[src/rtl/mod_pkg.sv]
// Shared types and default carrier increments for the LFSR modulator.
package mod_pkg;

  typedef enum logic [1:0] {
    MOD_ASK  = 2'd0,
    MOD_FSK  = 2'd1,
    MOD_BPSK = 2'd2,
    MOD_RAW  = 2'd3
  } mod_sel_t;

  typedef enum logic [1:0] {
    IDLE    = 2'd0,
    RUN     = 2'd1,
    PENDING = 2'd2
  } state_t;

  // DDS increments at 50 MHz: 258 ~ 3 Hz, 430 ~ 5 Hz.
  localparam logic [31:0] F_CARRIER = 32'd258;
  localparam logic [31:0] F_LO      = 32'd258;
  localparam logic [31:0] F_HI      = 32'd430;

endpackage

[src/rtl/zero_cross_det.sv]
// Rising zero-crossing detector: previous sample negative, current sample >= 0.
module zero_cross_det #(
  parameter int W = 12
) (
  input  logic                fast_clk,
  input  logic                reset_n,
  input  logic signed [W-1:0] sample,
  output logic                zc
);

  localparam logic signed [W-1:0] ZERO = '0;

  logic signed [W-1:0] sin_prev_q;
  logic signed [W-1:0] sin_prev_d;

  // previous sample tracks the input every cycle
  always_comb begin
    sin_prev_d = sample;
  end

  // sample history register
  always_ff @(posedge fast_clk) begin
    if (!reset_n) begin
      sin_prev_q <= '0;
    end else begin
      sin_prev_q <= sin_prev_d;
    end
  end

  assign zc = (sin_prev_q < ZERO) && (sample >= ZERO);

endmodule

[src/rtl/lfsr_modulator.sv]
// LFSR-symbol modulator: applies each new LFSR bit to the DDS carrier at a
// rising zero crossing (or after a timeout) in ASK, FSK, BPSK or raw mode.
//
// state   | meaning
// --------+-------------------------------------------------------------
// IDLE    | no symbol applied since reset; output held at 0
// RUN     | symbol applied, modulating with cur_bit / active mode
// PENDING | new symbol latched, waiting for zero crossing or timeout
module lfsr_modulator #(
  parameter int          W          = 12,
  parameter logic [31:0] F_CARRIER  = mod_pkg::F_CARRIER,
  parameter logic [31:0] F_LO       = mod_pkg::F_LO,
  parameter logic [31:0] F_HI       = mod_pkg::F_HI,
  parameter int          ZC_TIMEOUT = 4096
) (
  input  logic                fast_clk,
  input  logic                reset_n,
  input  logic [4:0]          lfsr_word,
  input  logic [1:0]          mod_sel,
  input  logic signed [W-1:0] sin_in,
  output logic signed [W-1:0] mod_out,
  output logic [31:0]         phase_inc,
  output logic                cur_bit,
  output logic                busy,
  output logic [7:0]          sym_count
);

  import mod_pkg::*;

  localparam int                 CNT_W    = $clog2(ZC_TIMEOUT);
  localparam logic [CNT_W-1:0]   CNT_LAST = CNT_W'(ZC_TIMEOUT - 1);
  localparam logic signed [W-1:0] S_MAX   = {1'b0, {(W-1){1'b1}}};
  localparam logic signed [W-1:0] S_MIN   = {1'b1, {(W-1){1'b0}}};

  state_t              state_q, state_d;
  logic [4:0]          prev_word_q, prev_word_d;
  logic                pend_bit_q, pend_bit_d;
  logic                cur_bit_q, cur_bit_d;
  mod_sel_t            active_mode_q, active_mode_d;
  logic [7:0]          sym_count_q, sym_count_d;
  logic [CNT_W-1:0]    cnt_q, cnt_d;
  logic signed [W-1:0] mod_out_q, mod_out_d;
  logic [31:0]         phase_inc_q, phase_inc_d;
  logic signed [W-1:0] sat_neg;
  logic                zc;
  logic                new_word;

  zero_cross_det #(.W(W)) u_zc (
    .fast_clk (fast_clk),
    .reset_n  (reset_n),
    .sample   (sin_in),
    .zc       (zc)
  );

  assign new_word    = (lfsr_word != prev_word_q);
  assign prev_word_d = lfsr_word;

  // next-state, symbol latch/apply and timeout counter
  always_comb begin
    state_d       = state_q;
    pend_bit_d    = pend_bit_q;
    cur_bit_d     = cur_bit_q;
    active_mode_d = active_mode_q;
    sym_count_d   = sym_count_q;
    cnt_d         = cnt_q;
    case (state_q)
      IDLE, RUN: begin
        if (new_word) begin
          pend_bit_d = lfsr_word[0];
          state_d    = PENDING;
        end
      end
      PENDING: begin
        // a later word replaces the pending bit, even in the apply cycle
        if (new_word) begin
          pend_bit_d = lfsr_word[0];
        end
        if (zc || (cnt_q == CNT_LAST)) begin
          cur_bit_d     = pend_bit_d;
          active_mode_d = mod_sel_t'(mod_sel);
          sym_count_d   = sym_count_q + 8'd1;
          cnt_d         = '0;
          state_d       = RUN;
        end else begin
          cnt_d = cnt_q + 1'b1;
        end
      end
      default: begin
        state_d = IDLE;
        cnt_d   = '0;
      end
    endcase
  end

  // output datapath; uses next bit/mode so the apply-cycle sample is already modulated
  always_comb begin
    sat_neg     = (sin_in == S_MIN) ? S_MAX : -sin_in;
    mod_out_d   = '0;
    phase_inc_d = F_CARRIER;
    if (state_q != IDLE) begin
      case (active_mode_d)
        MOD_ASK:  mod_out_d = cur_bit_d ? sin_in : '0;
        MOD_FSK: begin
          mod_out_d   = sin_in;
          phase_inc_d = cur_bit_d ? F_HI : F_LO;
        end
        MOD_BPSK: mod_out_d = cur_bit_d ? sin_in : sat_neg;
        MOD_RAW:  mod_out_d = cur_bit_d ? S_MAX : S_MIN;
        default:  mod_out_d = '0;
      endcase
    end
  end

  // state and datapath registers
  always_ff @(posedge fast_clk) begin
    if (!reset_n) begin
      state_q       <= IDLE;
      prev_word_q   <= '0;
      pend_bit_q    <= 1'b0;
      cur_bit_q     <= 1'b0;
      active_mode_q <= MOD_ASK;
      sym_count_q   <= '0;
      cnt_q         <= '0;
      mod_out_q     <= '0;
      phase_inc_q   <= F_CARRIER;
    end else begin
      state_q       <= state_d;
      prev_word_q   <= prev_word_d;
      pend_bit_q    <= pend_bit_d;
      cur_bit_q     <= cur_bit_d;
      active_mode_q <= active_mode_d;
      sym_count_q   <= sym_count_d;
      cnt_q         <= cnt_d;
      mod_out_q     <= mod_out_d;
      phase_inc_q   <= phase_inc_d;
    end
  end

  assign mod_out   = mod_out_q;
  assign phase_inc = phase_inc_q;
  assign cur_bit   = cur_bit_q;
  assign busy      = (state_q == PENDING);
  assign sym_count = sym_count_q;

endmodule

[config.mk]
export PLATFORM = sky130hd
export DESIGN_NAME = lfsr_modulator
export DESIGN_NICKNAME = d
export VERILOG_FILES = /design/src/rtl/mod_pkg.sv /design/src/rtl/zero_cross_det.sv /design/src/rtl/lfsr_modulator.sv
export SDC_FILE = /design/constraint.sdc
export NUM_CORES = 1
export LEC_CHECK = 0
export CAP_MARGIN = 20
export CORE_AREA = 5 5 85 87
export CTS_CLUSTER_DIAMETER = 40
export DETAILED_ROUTE_END_ITERATION = 7
export DIE_AREA = 0 0 90 92
export PLACE_DENSITY = 0.81
export SLEW_MARGIN = 15
export SYNTH_ARGS = -nofsm -noshare
export SYNTH_HDL_FRONTEND = slang
export SYNTH_SLANG_ARGS = --single-unit
[constraint.sdc]
create_clock -name fast_clk -period 3.05 [get_ports fast_clk]
set_clock_uncertainty 0.05 [all_clocks]
set_input_delay 0.7625 -clock fast_clk [delete_from_list [all_inputs] [get_ports fast_clk]]
set_output_delay 0.7625 -clock fast_clk [all_outputs]
set_load 0.02 [all_outputs]
# Word level (Yosys, flattened, before mapping)
# Index checks and enable logic that the tools add are counted.
dict set report word_totals {
  register_bits 87
  inputBits 21
  output_inout_bits 54
  elab_cells 52
}
dict set report op_classes {
  n_addsub 3
  order_cmp 2
  n_eq_ne 10
  mux 16
  n_reduce_logical 11
}
# cell count
set ops {}
lappend ops {{two-way mux 12 bit} 5}
lappend ops {{case mux 12 bit (4 select lines)} 1}
lappend ops {{equality test 12 bit, second input constant} 2}
lappend ops {{case mux 12 bit (2 select lines)} 1}
lappend ops {{adder 12 x 1 -> 12 bit, second input constant} 1}
lappend ops {{>= comparator 12 x 1 -> 1 bit, second input constant} 1}
lappend ops {{less-than comparator 12 x 1 -> 1 bit, second input constant} 1}
lappend ops {{negation 12 bit} 1}
lappend ops {{adder 8 x 1 -> 8 bit, second input constant} 1}
lappend ops {{two-way mux 2 bit} 4}
lappend ops {{two-way mux 8 bit} 1}
lappend ops {{equality test 2 bit, second input constant} 3}
lappend ops {{AND reduction 2 bit} 3}
lappend ops {{!= test 5 bit} 1}
lappend ops {{equality test 2 x 1 -> 1 bit, second input constant} 2}
lappend ops {{logical NOT 2 bit} 2}
lappend ops {{case mux 2 bit (2 select lines)} 1}
lappend ops {{two-way mux 1 bit} 3}
lappend ops {{AND reduction 3 bit} 1}
lappend ops {{OR reduction 3 bit} 1}
lappend ops {{!= test 2 x 1 -> 1 bit, second input constant} 1}
lappend ops {{!= test 2 bit, second input constant} 1}
lappend ops {{nonzero test 2 bit} 1}
lappend ops {{OR reduction 2 bit} 1}
lappend ops {{2 further kinds} 2}

# Longest topological paths before layout
# Gate-level depths: netlist (run 1).
dict set report depth {
  ltp_word 7
  ltp_mapped 10
  depth_no_buf 9
}

# Modules after synthesis
# A second synthesis (run 1) with hierarchy kept.
dict set report hier_totals {
  cells_unflattened 314
  area_unflattened_um2 2645.0
}
# module n_inst cells_each area_each_um2
set modules_own_cells {}
lappend modules_own_cells {lfsr_modulator 1 311 2608.8}
lappend modules_own_cells {zero_cross_det 1 3 36.3}

# Worst setup path after synthesis (run 1)
# Ideal clock, no wire load.
dict set report synth_timing {
  path_type {input to register}
  start {input port sin_in[0]}
  end {register mod_out_q[10], in the netlist mod_out[10]}
  setup_ns 0.103
  t_arrival_ns 2.506
  setup_slack_ns 0.391
  cell_stages 9
  n_path_buf 0
  path_cell_list {inv_1 -> ha_1 -> or3b_1 -> nor3_1 -> nand2b_1 -> nor4_1 -> mux2i_1 -> a21oi_1 -> a2111oi_2}
}
dict set report synth_between {
  elab_chain_cells 7
  word_cells_on_any_way 18
}
# item line_no
set synth_lines {}
lappend synth_lines {{from (decl)} lfsr_modulator.sv:20} ;# input logic signed [W-1:0] sin_in,
lappend synth_lines {{>= comparator 12 x 1 -> 1 bit} zero_cross_det.sv:30} ;# assign zc = (sin_prev_q < ZERO) && (sample >= ZERO);
lappend synth_lines {{logical AND 1 bit} zero_cross_det.sv:30}
lappend synth_lines {{logical OR 1 bit} lfsr_modulator.sv:78} ;# if (zc || (cnt_q == CNT_LAST)) begin
lappend synth_lines {{two-way mux 2 bit / two-way mux 1 bit (equally long branches)} lfsr_modulator.sv:78}
lappend synth_lines {{two-way mux 2 bit / two-way mux 1 bit (equally long branches)} lfsr_modulator.sv:66} ;# case (state_q)
lappend synth_lines {{equality test 2 bit, or another cell as far along} lfsr_modulator.sv:101} ;# case (active_mode_d)
lappend synth_lines {{case mux 12 bit (4 select lines) (*)} lfsr_modulator.sv:101}
lappend synth_lines {{to (signal assigned)} lfsr_modulator.sv:134} ;# mod_out_q <= mod_out_d;
lappend synth_lines {{to (decl)} lfsr_modulator.sv:42} ;# logic signed [W-1:0] mod_out_q, mod_out_d;
# Every way passes the cells marked *; elsewhere a longest branch is shown, timed or not.
# A chain may end at the register's enable or synchronous reset.

# Worst setup path after layout (run 1)
dict set report layout_timing {
  start {input port sin_in[0]}
  end {register mod_out_q[9], in the netlist mod_out[9]}
}
# Same word-level chain as after synthesis.

==> results of run 1 <==
[path summary, 6_finish.rpt]
kind	start	endpoint	slack, ns	cells after the start
setup reg to reg	cnt_q[0]$_SDFFE_PN0P_	mod_out[11]$_SDFF_PN0_	0.38	8
hold reg to reg	sym_count[1]$_SDFFE_PN0P_	sym_count[1]$_SDFFE_PN0P_	0.45	2
hold / removal	sym_count[1]$_SDFFE_PN0P_	sym_count[1]$_SDFFE_PN0P_	0.45	2
setup / recovery	sin_in[0]	mod_out[9]$_SDFF_PN0_	0.12	9
[power groups by stage]
stage | Combinational, mW | Sequential (mW) | Clock [mW]
2_1_floorplan | 0.151 | 0.624 | 0
3_3_place_gp | 0.219 | 0.624 | 0
3_5_place_dp | 0.221 | 0.624 | 0
4_1_cts | 0.222 | 0.611 | 0.490
5_1_grt | 0.245 | 0.613 | 0.511
6_report | 0.223 | 0.611 | 0.474
[logic make-up (layout without fill, tap and decap cells)]
kind of cell / after synthesis / in the layout
adder cells (fa/ha/maj): 3 / 3
XOR/XNOR: 11 / 11
multiplexers: 7 / 7
buffers and inverters: 49 / 100
other: 2 / 28
flip-flops: 45 / 45
AO/OA/AOI/OAI: 75 / 75
AND/OR/NAND/NOR: 118 / 118
[cell usage after synthesis, types with 2 or more instances]
library cell	instances
nand3_1	9
nand2_1	16
nand3_2	2
nor2_1	42
and3_1	4
o221a_2	4
xor2_1	8
buf_2	2
nand3b_1	2
buf_4	31
ha_1	3
mux2i_1	5
nor3b_1	4
o22ai_1	4
dfxtp_1	45
o21ai_0	15
clkbuf_1	4
buf_6	3
a21oi_1	28
conb_1	2
o211ai_1	3
nor4_1	3
nand4_1	2
and4_1	2
or3_1	5
xnor2_1	3
o31ai_1	2
and2_1	7
nor3_1	10
a31oi_1	2
nand2b_1	2
inv_1	8
[flip-flops by register name (all words and copies together), names as in the netlist]
name,flops
phase_inc,1
cur_bit,1
mod_out,12
pend_bit_q,1
state_q,2
sym_count,8
active_mode_q,2
u_zc.sin_prev_q,1
prev_word_q,5
cnt_q,12
[timing repair]
item                                    in CTS  in global routing
gates resized for setup                      0                  1
endpoints found under the hold margin        0                  0
endpoints found under the setup margin       0                  1
[layer usage]
layer,global-route usage [%],vias up,share of wire [%]
li1,-,1193,-
met3,4.26,10,6.4
met2,24.4,86,49
met4,3.97,0,1.6
met1,18.5,1115,43
met5,0,-,0
[final cells by class]
type / count / area [um^2]
clock inverters: 3 / 50.0
repair buffers: 83 / 738
multi-input cells: 242 / 1420
flip-flops and latches: 45 / 901
well taps: 77 / 96.3
clock buffers: 5 / 68.8
inverters: 9 / 33.8
fillers: 595 / 2970
[worst reg2reg max path, cell delays in order (launching register included)]
cell	delay, ns
dfxtp_1	0.38
ha_1	0.25
nand3_2	0.15
nor4_4	0.36
or2_1	0.32
buf_4	0.17
mux2_2	0.37
o311ai_0	0.38
a21oi_1	0.11
[through the flow]
step | utilization (%) | hold WS [ns] | area (um^2) | power [mW] | worst slack, ns
6_report | 52.8 | 0.445 | 3310 | 1.31 | 0.117
3_3_place_gp | 50.8 | 0.419 | 3190 | 0.843 | -0.0942
3_5_place_dp | 50.8 | 0.433 | 3190 | 0.845 | -0.191
4_1_cts | 52.7 | 0.447 | 3310 | 1.32 | 0.136
2_1_floorplan | - | 0.405 | 2650 | 0.775 | 0.391
5_1_grt | 52.8 | 0.473 | 3310 | 1.37 | 0.0402
==> flow_summary_export.csv, run 1 <==
group,metric,value,unit
sta,fin_crit_sh,96.2,%
worst_setup_path,cp-start-kind,"input port",
global_route,antenna_found_initial,0,
final_layout,fin_cells,464,
sta,tightest_slew,0.806,ns
yosys,yosysSeqAreaShare,35.4,%
hold_path,worstHoldPathType,"flop to flop",
worst_setup_path,slowest_delay,0.42,ns
sta,drv_slew,0,
clock_tree,cts_tree,"done",
power,p_leak,1.34,nW
yosys,synth_compound_area_share,19.1,%
routing,drtIter0Drc,127,
clock_tree,ctsHoldBuffers,0,
yosys,synthMuxAreaShare,3.00,%
clock_tree,cts-buffers-inserted,5,
routing,vias_per_cell,5.18,
status,status,"completed",
yosys,synthSimpleGateAreaFrac,24.2,%
worst_setup_path,critPathArrivalTime,3.10,ns
yosys,ys_top_cells_by_area,"dfxtp_1 35%, buf_4 9.1%, nor2_1 6.2%",
worst_setup_path,cpMostUsedCell,"or3_1",
routing,routed-via-count,2404,
global_route,grt-ovfl-total,0,
placement,portBuffers,46,
sta,rsz0062_at_grt,"no",
yosys,synth.distinct_cells,60,
floorplanning,die_y,92,um
global_route,grt_pass1_vias,2204,
routing,dr.pass1.iters,5,
final_layout,area_delta_synth_final,30.0,%
final_layout,layout-drive-gt1-share,15.8,%
final_layout,final_cell_mix,"46 x clkdlybuf4s50_1, 45 x dfxtp_1, 42 x nor2_1, 37 x buf_4",
yosys,ys_async_sr_fraction,0,%
clock_tree,clk_latency,0.30,ns
yosys,yosys_warnings,0,
yosys,post-synth-top-area-cell,"dfxtp_1",
clock_tree,cts_setup_buffers,0,
sta,max_clock_freq,341,MHz
power,clock_power_share,36.2,%
sta,hold_viol_final,0,
global_route,grt_max_degree,26,
power,worst_ir_drop_vdd,0.283,mV
worst_setup_path,path_class,"input port to flop",
yosys,synthesis.area,2550,um^2
power,p_sw_share,27.8,%
sta,tns,0,ns
clock_tree,cts.sinks,45,
clock_tree,cts_buffer_depth,2,
placement,dp_hpwl,4.74,mm
placement,dpl.cell_count,456,
routing,wl_per_cell,13.3,um
floorplanning,core,6280,um^2
worst_setup_path,crit_slowest_cell,"clkdlybuf4s50_1",
yosys,synth_xor_area_share,3.78,%
yosys,synth_edf_count,0,
floorplanning,io_pins,75,
final_layout,layout_commonest_cell,"clkdlybuf4s50_1",
floorplanning,fp.dieArea,8280,um^2
routing,drc,0,
floorplanning,fp.dieW,90,um
routing,wl,6.16,mm
yosys,syn-instance-count,310,
worst_setup_path,critPathBufInv,2,
clock_tree,clockRootBuffer,"clkbuf_8",
worst_setup_path,cp.required,3.22,ns
sta,fin_crit,2.93,ns
floorplanning,floorplan.initialDensity,40.6,%
clock_tree,cts_htree_levels,2,
worst_setup_path,path_cells,"clkdlybuf4s50_1 -> buf_4 -> or3_1 -> or3_1 -> or3_1 -> nor3_2 -> mux2i_1 -> a21oi_1 -> o22ai_1",
yosys,synth-seq-cells,45,
routing,ant_nets,0,
floorplanning,placementRows,29,
global_route,grt_pass1_wl,10.3,mm
worst_setup_path,crit_family,"simple AND/OR/NAND/NOR gates",
yosys,avgSynthCellArea,8.22,um^2
power,power_density,395,nW/um^2
sta,setup_violations,0,
final_layout,antenna_cells,0,
power,p_int,0.945,mW
yosys,synth_top_family_by_area,"simple AND/OR/NAND/NOR gates",
yosys,netlist.area_leader.share,35.4,%
clock_tree,clk_pin_slew,0.10,ns
worst_setup_path,cp-end-kind,"flop",
power,power_frac_comb,17.1,%
yosys,synth_ff_type,"dfxtp_1",
flow_run,cap_violations,0,
power,p_switching,0.364,mW
global_route,grt_usage,14.6,%
worst_setup_path,cp_max_fo,3,
yosys,yosys.area_share.adder,1.47,%
sta,slew_headroom,45.7,%
power,seqPwrFrac,46.7,%
placement,globalplace.congestion,0.865,
final_layout,nNetsFinal,410,
(Power assumes the default switching activity.)
==> run 2: changes to the inputs <==
- GPL_ROUTABILITY_DRIVEN: default -> 0
- GPL_TIMING_DRIVEN: default -> 0
- PLACE_DENSITY: 0.81 -> 0.69
==> flow_summary_export.csv, run 2 (synthesis gave the netlist of run 1 again) <==
group,metric,value,unit
routing,wl,5.86,mm
placement,dp_hpwl,4.51,mm
power,worst_ir_drop_vdd,0.275,mV
final_layout,fin_cells,467,
worst_setup_path,cp-start-kind,"input port",
clock_tree,clk_pin_slew,0.09,ns
worst_setup_path,reg2reg_from,"cnt_q[0]$_SDFFE_PN0P_",
final_layout,final_cell_mix,"45 x dfxtp_1, 44 x clkdlybuf4s50_1, 41 x nor2_1, 31 x buf_4",
floorplanning,io_pins,75,
sta,slew_headroom,48.0,%
worst_setup_path,cp.required,3.22,ns
worst_setup_path,crit_start,"sin_in[1]",
worst_setup_path,r2r_end,"mod_out[0]$_SDFF_PN0_",
global_route,grt_max_degree,15,
final_layout,nNetsFinal,413,
global_route,grt_pass1_vias,2118,
routing,wl_per_cell,12.5,um
sta,fin_crit_sh,96.3,%
routing,dr.pass1.iters,5,
routing,ant_nets,0,
floorplanning,core,6280,um^2
clock_tree,cts-buffers-inserted,5,
power,p_int,0.965,mW
power,p_switching,0.357,mW
floorplanning,placementRows,29,
clock_tree,cts_buffer_depth,2,
final_layout,area_delta_synth_final,33.1,%
placement,dpl.cell_count,459,
power,p_total,1.32,mW
final_layout,post-route-util,54.0,%
power,power_frac_comb,17.7,%
clock_tree,cts_tree,"done",
global_route,antenna_found_initial,0,
worst_setup_path,cp_max_fo,5,
sta,tightest_slew,0.773,ns
power,p_leak,1.38,nW
worst_setup_path,cp-end-kind,"flop",
status,status,"completed",
sta,hold_viol_final,0,
sta,setup_violations,0,
sta,fin_ws,0.113,ns
worst_setup_path,rrSetupSlack,0.47,ns
floorplanning,die_y,92,um
global_route,grt_pass1_wl,10.1,mm
clock_tree,cts_htree_levels,2,
power,seqPwrFrac,45.9,%
power,power_density,390,nW/um^2
hold_path,worstHoldPathType,"flop to flop",
global_route,grt_usage,14.2,%
final_layout,fin_area,3390,um^2
worst_setup_path,path_class,"input port to flop",
worst_setup_path,rr_worst_depth,9,
worst_setup_path,crit_end,"mod_out[0]$_SDFF_PN0_",
routing,drtIter0Drc,152,
final_layout,antenna_cells,0,
power,clock_power_share,36.3,%
sta,drv_slew,0,
routing,vias_per_cell,5.00,
clock_tree,cts_setup_buffers,0,
floorplanning,floorplan.initialDensity,40.6,%
placement,dpl-instance-area,3200,um^2
clock_tree,clockRootBuffer,"clkbuf_8",
routing,drc,0,
final_layout,layout-drive-gt1-share,18.2,%
power,p_sw_share,27.0,%
floorplanning,fp.dieArea,8280,um^2
worst_setup_path,critPathArrivalTime,3.10,ns
placement,portBuffers,46,
clock_tree,cts.sinks,45,
final_layout,layout_commonest_cell,"dfxtp_1",
sta,max_clock_freq,340,MHz
placement,post-place-ws,-0.445,ns
sta,fin_crit,2.94,ns
routing,routed-via-count,2333,
floorplanning,fp.dieW,90,um
final_layout,fillers,625,
hold_path,min_path_cells,2,
sta,rsz0062_at_grt,"no",
flow_run,cap_violations,0,
global_route,grt-ovfl-total,0,
clock_tree,clk_latency,0.31,ns
[run 2: metrics by stage]
| step | TNS [ns] | hold slack (ns) |
|---|---|---|
| final | 0 | 0.453 |
| after floorplan | 0 | 0.405 |
| after detailed placement | -3.15 | 0.445 |
| after global placement | -2.91 | 0.425 |
| after CTS | 0 | 0.458 |
| after global routing | 0 | 0.501 |
[run 2: cell type report]
| class | count | area, um^2 | share of cell area, % |
|---|---|---|---|
| buffer | 40 | 292 | 8.60 |
| clock buffer | 6 | 82.6 | 2.44 |
| timing repair buffer | 46 | 465 | 13.7 |
| sequential | 45 | 901 | 26.6 |
| clock inverter | 2 | 37.5 | 1.11 |
| multi-input combinational | 242 | 1480 | 43.7 |
| tap | 77 | 96.3 | 2.84 |
| inverter | 9 | 33.8 | 0.997 |
[run 2: timing repair]
| action | in CTS | in global routing |
|---|---|---|
| cloned | 0 | 0 |
| gates resized for setup | 4 | 11 |
| hold buffers | 0 | 0 |
| hold endpoints to repair | 0 | 0 |
| endpoints found under the setup margin | 2 | 12 |
[run 2: power by group through the flow]
stage / Clock, mW / Sequential (mW) / Combinational [mW]
2_1_floorplan: 0 / 0.624 / 0.151
3_3_place_gp: 0 / 0.621 / 0.223
3_5_place_dp: 0 / 0.621 / 0.225
4_1_cts: 0.495 / 0.608 / 0.228
5_1_grt: 0.519 / 0.609 / 0.257
6_report: 0.480 / 0.607 / 0.234
[run 2: metal layers]
layer / global-route usage [%] / share of wire (%) / vias to the layer above
li1: - / - / 1199
met4: 4.47 / 1.4 / 0
met2: 22.6 / 47 / 68
met3: 3.76 / 5.8 / 8
met1: 18.8 / 45 / 1058
met5: 0 / 0 / -
[run 2: how the worst min path moves through the flow]
stage                     slack (ns)                         to                       from
after floorplan                 0.40    pend_bit_q$_SDFFE_PN0P_    pend_bit_q$_SDFFE_PN0P_
after global placement          0.42    pend_bit_q$_SDFFE_PN0P_    pend_bit_q$_SDFFE_PN0P_
after detailed placement        0.45  sym_count[1]$_SDFFE_PN0P_  sym_count[1]$_SDFFE_PN0P_
after CTS                       0.46  sym_count[1]$_SDFFE_PN0P_  sym_count[1]$_SDFFE_PN0P_
after global routing            0.50  sym_count[1]$_SDFFE_PN0P_  sym_count[1]$_SDFFE_PN0P_
final                           0.45  sym_count[1]$_SDFFE_PN0P_  sym_count[1]$_SDFFE_PN0P_
[run 2: worst max-delay path: stages]
cell and delay, ns:
clkdlybuf4s50_1 0.45, inv_1 0.08, ha_1 0.18, or3b_4 0.42, or3_1 0.35, nor2_2 0.13, and3_4 0.23, nor2_1 0.09
o21a_1 0.20, nor4_2 0.23
